**config.mk**
```make
export PLATFORM = sky130hd
export DESIGN_NAME = beat_tone_synth
export DESIGN_NICKNAME = d
export VERILOG_FILES = /design/src/rtl/beat_tone_synth.sv
export SDC_FILE = /design/constraint.sdc
export NUM_CORES = 1
export LEC_CHECK = 0
export BUFFER_PORTS_ARGS = -buffer_cell sky130_fd_sc_hd__buf_2
export CORE_MARGIN = 5
export CORE_UTILIZATION = 30
export DETAILED_ROUTE_END_ITERATION = 10
export HOLD_SLACK_MARGIN = 0.12
export PLACE_DENSITY_LB_ADDON = 0.2
export SETUP_SLACK_MARGIN = 0.15
export SYNTH_ARGS = -nofsm -noshare
export SYNTH_HDL_FRONTEND = slang
export SYNTH_SLANG_ARGS = --single-unit
```
**constraint.sdc**
```tcl
create_clock -name clk -period 2.42 [get_ports clk]
set_input_delay 0.121 -clock clk [delete_from_list [all_inputs] [get_ports clk]]
set_output_delay 0.121 -clock clk [all_outputs]
set_load 0.005 [all_outputs]
```
**src/rtl/beat_tone_synth.sv**
```systemverilog
// Beat-triggered square-wave drum tone generator.
// Each accepted beat starts a square wave whose amplitude comes from the beat intensity.
// The amplitude halves every DECAY_TICKS samples.
// Beats arriving inside the lockout window after an accepted beat are counted and dropped.
module beat_tone_synth #(
  parameter int unsigned HALF_PERIOD = 24,
  parameter int unsigned DECAY_TICKS = 480,
  parameter int unsigned LOCKOUT     = 4800
) (
  input  logic        clk,
  input  logic        rst,
  input  logic        sample_tick,
  input  logic        beat_en,
  input  logic [1:0]  beat_intensity,
  output logic [15:0] audio_sample,
  output logic        sample_valid,
  output logic        busy,
  output logic [7:0]  beat_count,
  output logic [7:0]  drop_count
);

  localparam int unsigned HalfW  = (HALF_PERIOD > 1) ? $clog2(HALF_PERIOD) : 1;
  localparam int unsigned DecayW = (DECAY_TICKS > 1) ? $clog2(DECAY_TICKS) : 1;
  localparam int unsigned LockW  = (LOCKOUT > 0) ? $clog2(LOCKOUT + 1) : 1;

  localparam logic [HalfW-1:0]  HalfLast  = HalfW'(HALF_PERIOD - 1);
  localparam logic [DecayW-1:0] DecayLast = DecayW'(DECAY_TICKS - 1);
  localparam logic [LockW-1:0]  LockInit  = LockW'(LOCKOUT);

  typedef enum logic [0:0] {StIdle, StPlay} state_e;

  state_e             state_q, state_d;
  logic [15:0]        amp_q, amp_d;
  logic               phase_q, phase_d;
  logic [HalfW-1:0]   half_cnt_q, half_cnt_d;
  logic [DecayW-1:0]  decay_cnt_q, decay_cnt_d;
  logic [LockW-1:0]   lock_cnt_q, lock_cnt_d;
  logic [15:0]        audio_sample_q, audio_sample_d;
  logic               sample_valid_q, sample_valid_d;
  logic               busy_q, busy_d;
  logic [7:0]         beat_count_q, beat_count_d;
  logic [7:0]         drop_count_q, drop_count_d;

  logic               beat_hit;
  logic               trigger;
  logic               reject;
  logic [15:0]        amp_start;
  logic [15:0]        amp_neg;

  // Decode the beat input and the start amplitude for an accepted beat.
  always_comb begin
    beat_hit = beat_en && (beat_intensity != 2'd0);
    trigger  = beat_hit && (lock_cnt_q == '0);
    reject   = beat_hit && (lock_cnt_q != '0);
    amp_neg  = 16'd0 - amp_q;
    case (beat_intensity)
      2'd1:    amp_start = 16'h1000;
      2'd2:    amp_start = 16'h2000;
      2'd3:    amp_start = 16'h4000;
      default: amp_start = 16'h0000;
    endcase
  end

  // Next-state logic: per-sample tone advance, then trigger loads override counters.
  always_comb begin
    state_d        = state_q;
    amp_d          = amp_q;
    phase_d        = phase_q;
    half_cnt_d     = half_cnt_q;
    decay_cnt_d    = decay_cnt_q;
    lock_cnt_d     = lock_cnt_q;
    audio_sample_d = audio_sample_q;
    sample_valid_d = 1'b0;
    beat_count_d   = beat_count_q;
    drop_count_d   = drop_count_q;

    if (sample_tick) begin
      // Sample reflects the register values from before this cycle's updates.
      sample_valid_d = 1'b1;
      if (state_q == StPlay) begin
        audio_sample_d = phase_q ? amp_neg : amp_q;
      end else begin
        audio_sample_d = 16'h0000;
      end

      if (lock_cnt_q != '0) begin
        lock_cnt_d = lock_cnt_q - LockW'(1);
      end

      if (state_q == StPlay) begin
        if (half_cnt_q == HalfLast) begin
          half_cnt_d = '0;
          phase_d    = ~phase_q;
        end else begin
          half_cnt_d = half_cnt_q + HalfW'(1);
        end

        if (decay_cnt_q == DecayLast) begin
          decay_cnt_d = '0;
          amp_d       = amp_q >> 1;
          // Tone has decayed to silence.
          if (amp_q[15:1] == 15'd0) begin
            state_d = StIdle;
            phase_d = 1'b0;
          end
        end else begin
          decay_cnt_d = decay_cnt_q + DecayW'(1);
        end
      end
    end

    if (trigger) begin
      state_d      = StPlay;
      amp_d        = amp_start;
      phase_d      = 1'b0;
      half_cnt_d   = '0;
      decay_cnt_d  = '0;
      lock_cnt_d   = LockInit;
      beat_count_d = beat_count_q + 8'd1;
    end

    if (reject && (drop_count_q != 8'hFF)) begin
      drop_count_d = drop_count_q + 8'd1;
    end

    busy_d = (state_d == StPlay);
  end

  // State and output registers with asynchronous active-high reset.
  always_ff @(posedge clk or posedge rst) begin
    if (rst) begin
      state_q        <= StIdle;
      amp_q          <= 16'h0000;
      phase_q        <= 1'b0;
      half_cnt_q     <= '0;
      decay_cnt_q    <= '0;
      lock_cnt_q     <= '0;
      audio_sample_q <= 16'h0000;
      sample_valid_q <= 1'b0;
      busy_q         <= 1'b0;
      beat_count_q   <= 8'd0;
      drop_count_q   <= 8'd0;
    end else begin
      state_q        <= state_d;
      amp_q          <= amp_d;
      phase_q        <= phase_d;
      half_cnt_q     <= half_cnt_d;
      decay_cnt_q    <= decay_cnt_d;
      lock_cnt_q     <= lock_cnt_d;
      audio_sample_q <= audio_sample_d;
      sample_valid_q <= sample_valid_d;
      busy_q         <= busy_d;
      beat_count_q   <= beat_count_d;
      drop_count_q   <= drop_count_d;
    end
  end

  assign audio_sample = audio_sample_q;
  assign sample_valid = sample_valid_q;
  assign busy         = busy_q;
  assign beat_count   = beat_count_q;
  assign drop_count   = drop_count_q;

endmodule

```
==> results.json, run 1 <==
{
  "outcome": "finished, final reports clean",
  "synth_edf_count": 0,
  "drive_gt1_frac": 0.199,
  "slew_violations": 0,
  "drt_iter0_markers": 191,
  "dr.pass1.iters": 4,
  "yosys.area.top_type_share": 0.490,
  "place_congestion": 0.786,
  "grt_pass1_wl_mm": 15.5,
  "ys_types": 60,
  "setup_violations": 0,
  "start_util": 0.309,
  "worstSetupPathType": "flop to flop",
  "gr-total-overflow": 0,
  "slew_headroom": 0.521,
  "worstPathArrival_ns": 2.30,
  "clockRootBuffer": "clkbuf_16",
  "busiest_layer": "met2",
  "whs_ns": 0.229,
  "area_delta_synth_final_pct": 20.6,
  "met1_usage": 0.166,
  "die_h_um": 124,
  "layout_common_cells": "dfrtp_1, nand2_1, buf_2",
  "netlist.top_cell.by_area": "dfrtp_1",
  "synth_seq_cells": 77,
  "critPathRequiredTime_ns": 2.62,
  "cts_sinks": 77,
  "start_kind": "flop",
  "antennaDiodeCount": 0,
  "core.rowCount": 41,
  "syn_nets": 405,
  "io_buffers": 39,
  "synth_top_flop_cell": "dfrtp_1",
  "avgViaCountPerCell": 4.90,
  "fin_nets": 454,
  "hp-class": "primary input to flop",
  "fmax_mhz": 477,
  "cts_setup_buffers": 0,
  "syn-cell-area_mm2": 0.00393,
  "die_x_um": 124,
  "switching_share": 0.294,
  "ys_seq_area_frac": 0.490,
  "vias": 3036,
  "ir_drop_mv": 0.328,
  "powerDensity_mw_per_mm2": 810,
  "met2_usage": 0.180,
  "core_area_mm2": 0.0127,
  "track_usage": 0.120,
  "drc_errors": 0,
  "first_global_vias": 3008,
  "cts_tree": "built",
  "fillers": 1289,
  "switchingPower_mw": 1.13,
  "period_share": 0.866,
  "hold_viol": 0,
  "cp_max_fo": 6,
  "wl_mm": 8.85,
  "rsz0062_at_grt": "false",
  "synthArstFlopShare": 1.00,
  "grt_util_met3": 0.0339,
  "p_seq_frac": 0.457,
  "grt_max_degree": 32,
  "final_common_cell": "dfrtp_1",
  "cts.clk_slew.worst_paths_ns": 0.06,
  "netlist_top_cells_area": "dfrtp_1, xor2_1, nand2_1",
  "die_area_mm2": 0.0155,
  "ios": 40,
  "setup_tns_ns": 0,
  "combPwrFrac": 0.163,
  "maxCapViolations": 0,
  "clkLatencyLatePin_ns": 0.34,
  "p_int_mw": 2.71,
  "syn_area_per_cell_um2": 10.0,
  "wl_per_cell_um": 14.3,
  "antenna_found_initial": 0,
  "antenna_left": 0,
  "hpwl_mm": 6.18,
  "netlist_instances": 393,
  "cts_buffers": 9,
  "skew_ns": 0.00709,
  "leakage_nw": 2.15,
  "worst_pin_slew_ns": 0.712,
  "endpoint_kind": "flop",
  "finalCriticalPeriod_ns": 2.10,
  "ys_warn_count": 0,
  "cts_htree_levels": 3,
  "clk_path_buf_depth": 2,
  "clockPowerShare": 0.380
}
==> repair_timing <==
| action | CTS | global route |
|---|---|---|
| hold endpoints to repair | 26 | 0 |
| hold buffers | 4 | 0 |
| resized for setup | 0 | 0 |
| endpoints found under the setup margin | 0 | 1 |
==> metal layers <==
layer  vias to the layer above  wire length (um)
met1                      1459              4370
met4                         0               109
met2                        44              4100
met5                         -                 0
met3                         8               269
li1                       1525                 -
==> cells by family (layout without fill, tap and decap cells) <==
group / Yosys count / count (layout) / share of synthesized area
xor+xnor: 36 / 36 / 0.0802
simple gates: 137 / 137 / 0.193
fa+ha+maj: 6 / 6 / 0.0191
mux: 8 / 8 / 0.0213
flops: 77 / 77 / 0.490
compound gates: 83 / 83 / 0.145
buf+inv: 46 / 100 / 0.0515
==> synth_stat cells (2+ instances only) <==
cell and n:
ha_1 6, inv_1 25, nand4_1 13, a21oi_1 22, and4_1 3, o211ai_1 4
dfrtp_1 77, mux2i_1 5, nor3_1 12, a311oi_1 2, nand3_1 11, nor3b_1 2
a31o_2 2, nor2b_1 4, o41ai_1 4, and4b_1 2, or4_1 4, a21o_1 2
a41oi_1 2, buf_2 3, a31oi_1 2, nor4_1 5, and2_1 2, o31ai_1 5
nor2_1 17, and3_1 3, clkbuf_1 13, buf_6 2, xor2_1 26, buf_4 3
mux2_2 3, or3_1 4, nor4b_1 2, or2_2 3, xnor2_1 10, o22ai_1 16
nand2_1 40, o21ai_0 10
==> flip-flops by register name, summed over array words and instances, names as in the netlist <==
register,cells
audio_sample,16
phase_q,1
busy,1
decay_cnt_q,9
lock_cnt_q,13
beat_count,8
half_cnt_q,5
drop_count,8
sample_valid,1
amp_q,15
==> metrics by stage <==
step | area (um^2) | setup WS [ns] | cells | utilization | power [mW]
after global placement | 4380 | 0.297 | 599 | 0.344 | 2.39
after CTS | 4740 | 0.257 | 619 | 0.373 | 3.90
after detailed placement | 4380 | 0.264 | 599 | 0.344 | 2.40
after global routing | 4740 | 0.204 | 619 | 0.373 | 4.09
final | 4740 | 0.324 | 619 | 0.373 | 3.84
after floorplan | 3930 | 0.332 | 393 | - | 2.16
==> power groups by stage <==
stage	Sequential [mW]	Clock [mW]	Combinational, mW
3_5_place_dp	1.77	0	0.634
2_1_floorplan	1.71	0	0.456
4_1_cts	1.75	1.51	0.638
3_3_place_gp	1.77	0	0.624
6_report	1.75	1.46	0.628
5_1_grt	1.80	1.56	0.721
==> area by class of cell <==
class | count | area (um^2) | share of cell area
clock buffer | 9 | 225 | 0.0475
clock inverter | 7 | 98.8 | 0.0208
inverter | 25 | 93.8 | 0.0198
multi-input combinational | 270 | 1800 | 0.380
sequential | 77 | 1930 | 0.406
tap | 172 | 215 | 0.0454
timing repair buffer | 59 | 380 | 0.0802
==> critical path: stages (launching register included) <==
cell     delay (ns)
dfrtp_1        0.40
inv_1          0.06
ha_1           0.16
or3b_2         0.54
nor4_4         0.23
buf_4          0.20
buf_4          0.14
nor4b_1        0.06
xor2_1         0.16
==> worst paths after layout <==
kind                                from               end  slack (ns)  cells past startpoint
max reg2reg                lock_cnt_q[0]     drop_count[4]        0.32                      8
min reg2reg                beat_count[7]     beat_count[7]        0.47                      1
min in group asynchronous            rst  audio_sample[13]        0.40                      3
max in group asynchronous            rst     half_cnt_q[1]        1.25                      4
max                        lock_cnt_q[0]     drop_count[4]        0.32                      8
min                          sample_tick      sample_valid        0.23                      2
No activity file was read; power rests on OpenSTA's default activity.
==> inputs of run 2 (changes only) <==
--- a/config.mk
+++ b/config.mk
@@ -10,7 +10,8 @@
 export CORE_UTILIZATION = 30
 export DETAILED_ROUTE_END_ITERATION = 10
 export HOLD_SLACK_MARGIN = 0.12
-export PLACE_DENSITY_LB_ADDON = 0.2
+export PLACE_DENSITY = 0.56
+export RECOVER_POWER = 100
 export SETUP_SLACK_MARGIN = 0.15
 export SYNTH_ARGS = -nofsm -noshare
 export SYNTH_HDL_FRONTEND = slang
==> results.json, run 2 (same netlist as run 1, synthesis figures left out) <==
{
  "wl_per_cell_um": 14.0,
  "cts.clk_slew.worst_paths_ns": 0.06,
  "met2_usage": 0.181,
  "antenna_found_initial": 0,
  "cts_sinks": 77,
  "dr.pass1.iters": 5,
  "drt_iter0_markers": 191,
  "hp-class": "primary input to flop",
  "met1_usage": 0.151,
  "die_h_um": 124,
  "cpPeakStageDelay_ns": 0.64,
  "busiest_layer": "met2",
  "ios": 40,
  "area_delta_synth_final_pct": 17.6,
  "pre_cts_ws_ns": 0.259,
  "worst_pin_slew_ns": 1.17,
  "powerDensity_mw_per_mm2": 803,
  "final_common_cell": "dfrtp_1",
  "cts_buffers": 9,
  "final_cell_area_mm2": 0.00463,
  "largest_reg_flops": 16,
  "outcome": "finished, final reports clean",
  "grt_util_met3": 0.0244,
  "start_util": 0.309,
  "ir_drop_mv": 0.283,
  "path_delay_family": "simple AND/OR/NAND/NOR gates",
  "wl_mm": 8.61,
  "leakage_nw": 2.02,
  "antenna_left": 0,
  "io_buffers": 39,
  "cts_resized": 0,
  "vias": 3065,
  "drc_errors": 0,
  "period_share": 0.904,
  "skew_ns": 0.00689,
  "whs_ns": 0.232,
  "die_area_mm2": 0.0155,
  "path_cells": "inv_1 -> ha_1 -> or4b_2 -> o41ai_1 -> xnor2_1 -> o22ai_1",
  "track_usage": 0.113,
  "worstSetupPathType": "flop to flop",
  "cpMaxStageDelayCell": "or4b_2",
  "grt_max_degree": 49,
  "drive_gt1_frac": 0.137,
  "gr-total-overflow": 0,
  "layout_common_cells": "dfrtp_1, nand2_1, xor2_1",
  "setup_violations": 0,
  "finalCriticalPeriod_ns": 2.19,
  "clkLatencyLatePin_ns": 0.33,
  "cp_max_fo": 6,
  "clockRootBuffer": "clkbuf_16",
  "worstPathArrival_ns": 2.36,
  "core_area_mm2": 0.0127,
  "placed_area_mm2": 0.00435,
  "cts_tree": "built",
  "die_x_um": 124,
  "rsz0062_at_grt": "false",
  "slew_violations": 0,
  "maxCapViolations": 0,
  "cts_htree_levels": 3,
  "hold_viol": 0,
  "avgViaCountPerCell": 4.97,
  "critPathRequiredTime_ns": 2.59,
  "cts_setup_buffers": 0,
  "endpoint_kind": "flop",
  "setup_slack_ns": 0.233,
  "core.rowCount": 41,
  "antennaDiodeCount": 0,
  "setup_tns_ns": 0,
  "clk_path_buf_depth": 2,
  "start_kind": "flop",
  "slew_headroom": 0.219,
  "worst-path-buf-inv": 1,
  "hpwl_mm": 5.94,
  "place_congestion": 0.817,
  "fmax_mhz": 457,
  "first_global_vias": 3038,
  "grt_pass1_wl_mm": 14.8,
  "fin_nets": 452
}
## run 2: path summary, 6_finish.rpt
| path | endpoint | depth (start not counted) | start | slack, ns |
|---|---|---|---|---|
| worst max-delay path | audio_sample[14] | 6 | amp_q[1] | 0.23 |
| worst min-delay path | sample_valid | 2 | sample_tick | 0.23 |
| worst max register to register | audio_sample[14] | 6 | amp_q[1] | 0.23 |
| worst min register to register | beat_count[7] | 1 | beat_count[7] | 0.48 |
| max in group asynchronous | lock_cnt_q[11] | 4 | rst | 0.93 |
| min in group asynchronous | audio_sample[12] | 3 | rst | 0.64 |
## run 2: layout make-up
cell class              count  area [um^2]
clock buffers              11          243
clock inverters             5         58.8
fillers                  1340         8100
inverters                  25         93.8
multi-input cells         270         1770
flip-flops and latches     77         1930
well taps                 172          215
repair buffers             57          318
## run 2: power breakdown
| part | total [mW] | switching [mW] | leakage, nW | internal [mW] |
|---|---|---|---|---|
| Combinational | 0.603 | 0.311 | 0.870 | 0.292 |
| Clock | 1.36 | 0.530 | 0.142 | 0.829 |
| Sequential | 1.75 | 0.252 | 1.00 | 1.50 |
| Total | 3.71 | 1.09 | 2.02 | 2.62 |
## run 2: metrics by stage
step | cells | power [mW] | utilization
CTS | 617 | 3.77 | 0.369
floorplan | 393 | 2.16 | -
detailed placement | 597 | 2.39 | 0.342
global placement | 597 | 2.36 | 0.342
global route | 617 | 3.93 | 0.364
finish | 617 | 3.71 | 0.364
## run 2: timing repair
item                                   4_1_cts  5_1_grt
setup endpoints to repair                    0        0
endpoints found under the hold margin       30        0
hold buffers                                 4        0
## run 2: worst register-to-register path: stages (launching register included)
cell and delay [ns]:
dfrtp_1 0.43, inv_1 0.08, ha_1 0.17, or4b_2 0.64, o41ai_1 0.45, xnor2_1 0.18, o22ai_1 0.09
## run 2: layer usage
| metal | part of all wire | wire length (um) |
|---|---|---|
| met4 | 0.015 | 129 |
| met1 | 0.48 | 4140 |
| met2 | 0.46 | 3990 |
| met3 | 0.042 | 360 |
| met5 | 0 | 0 |
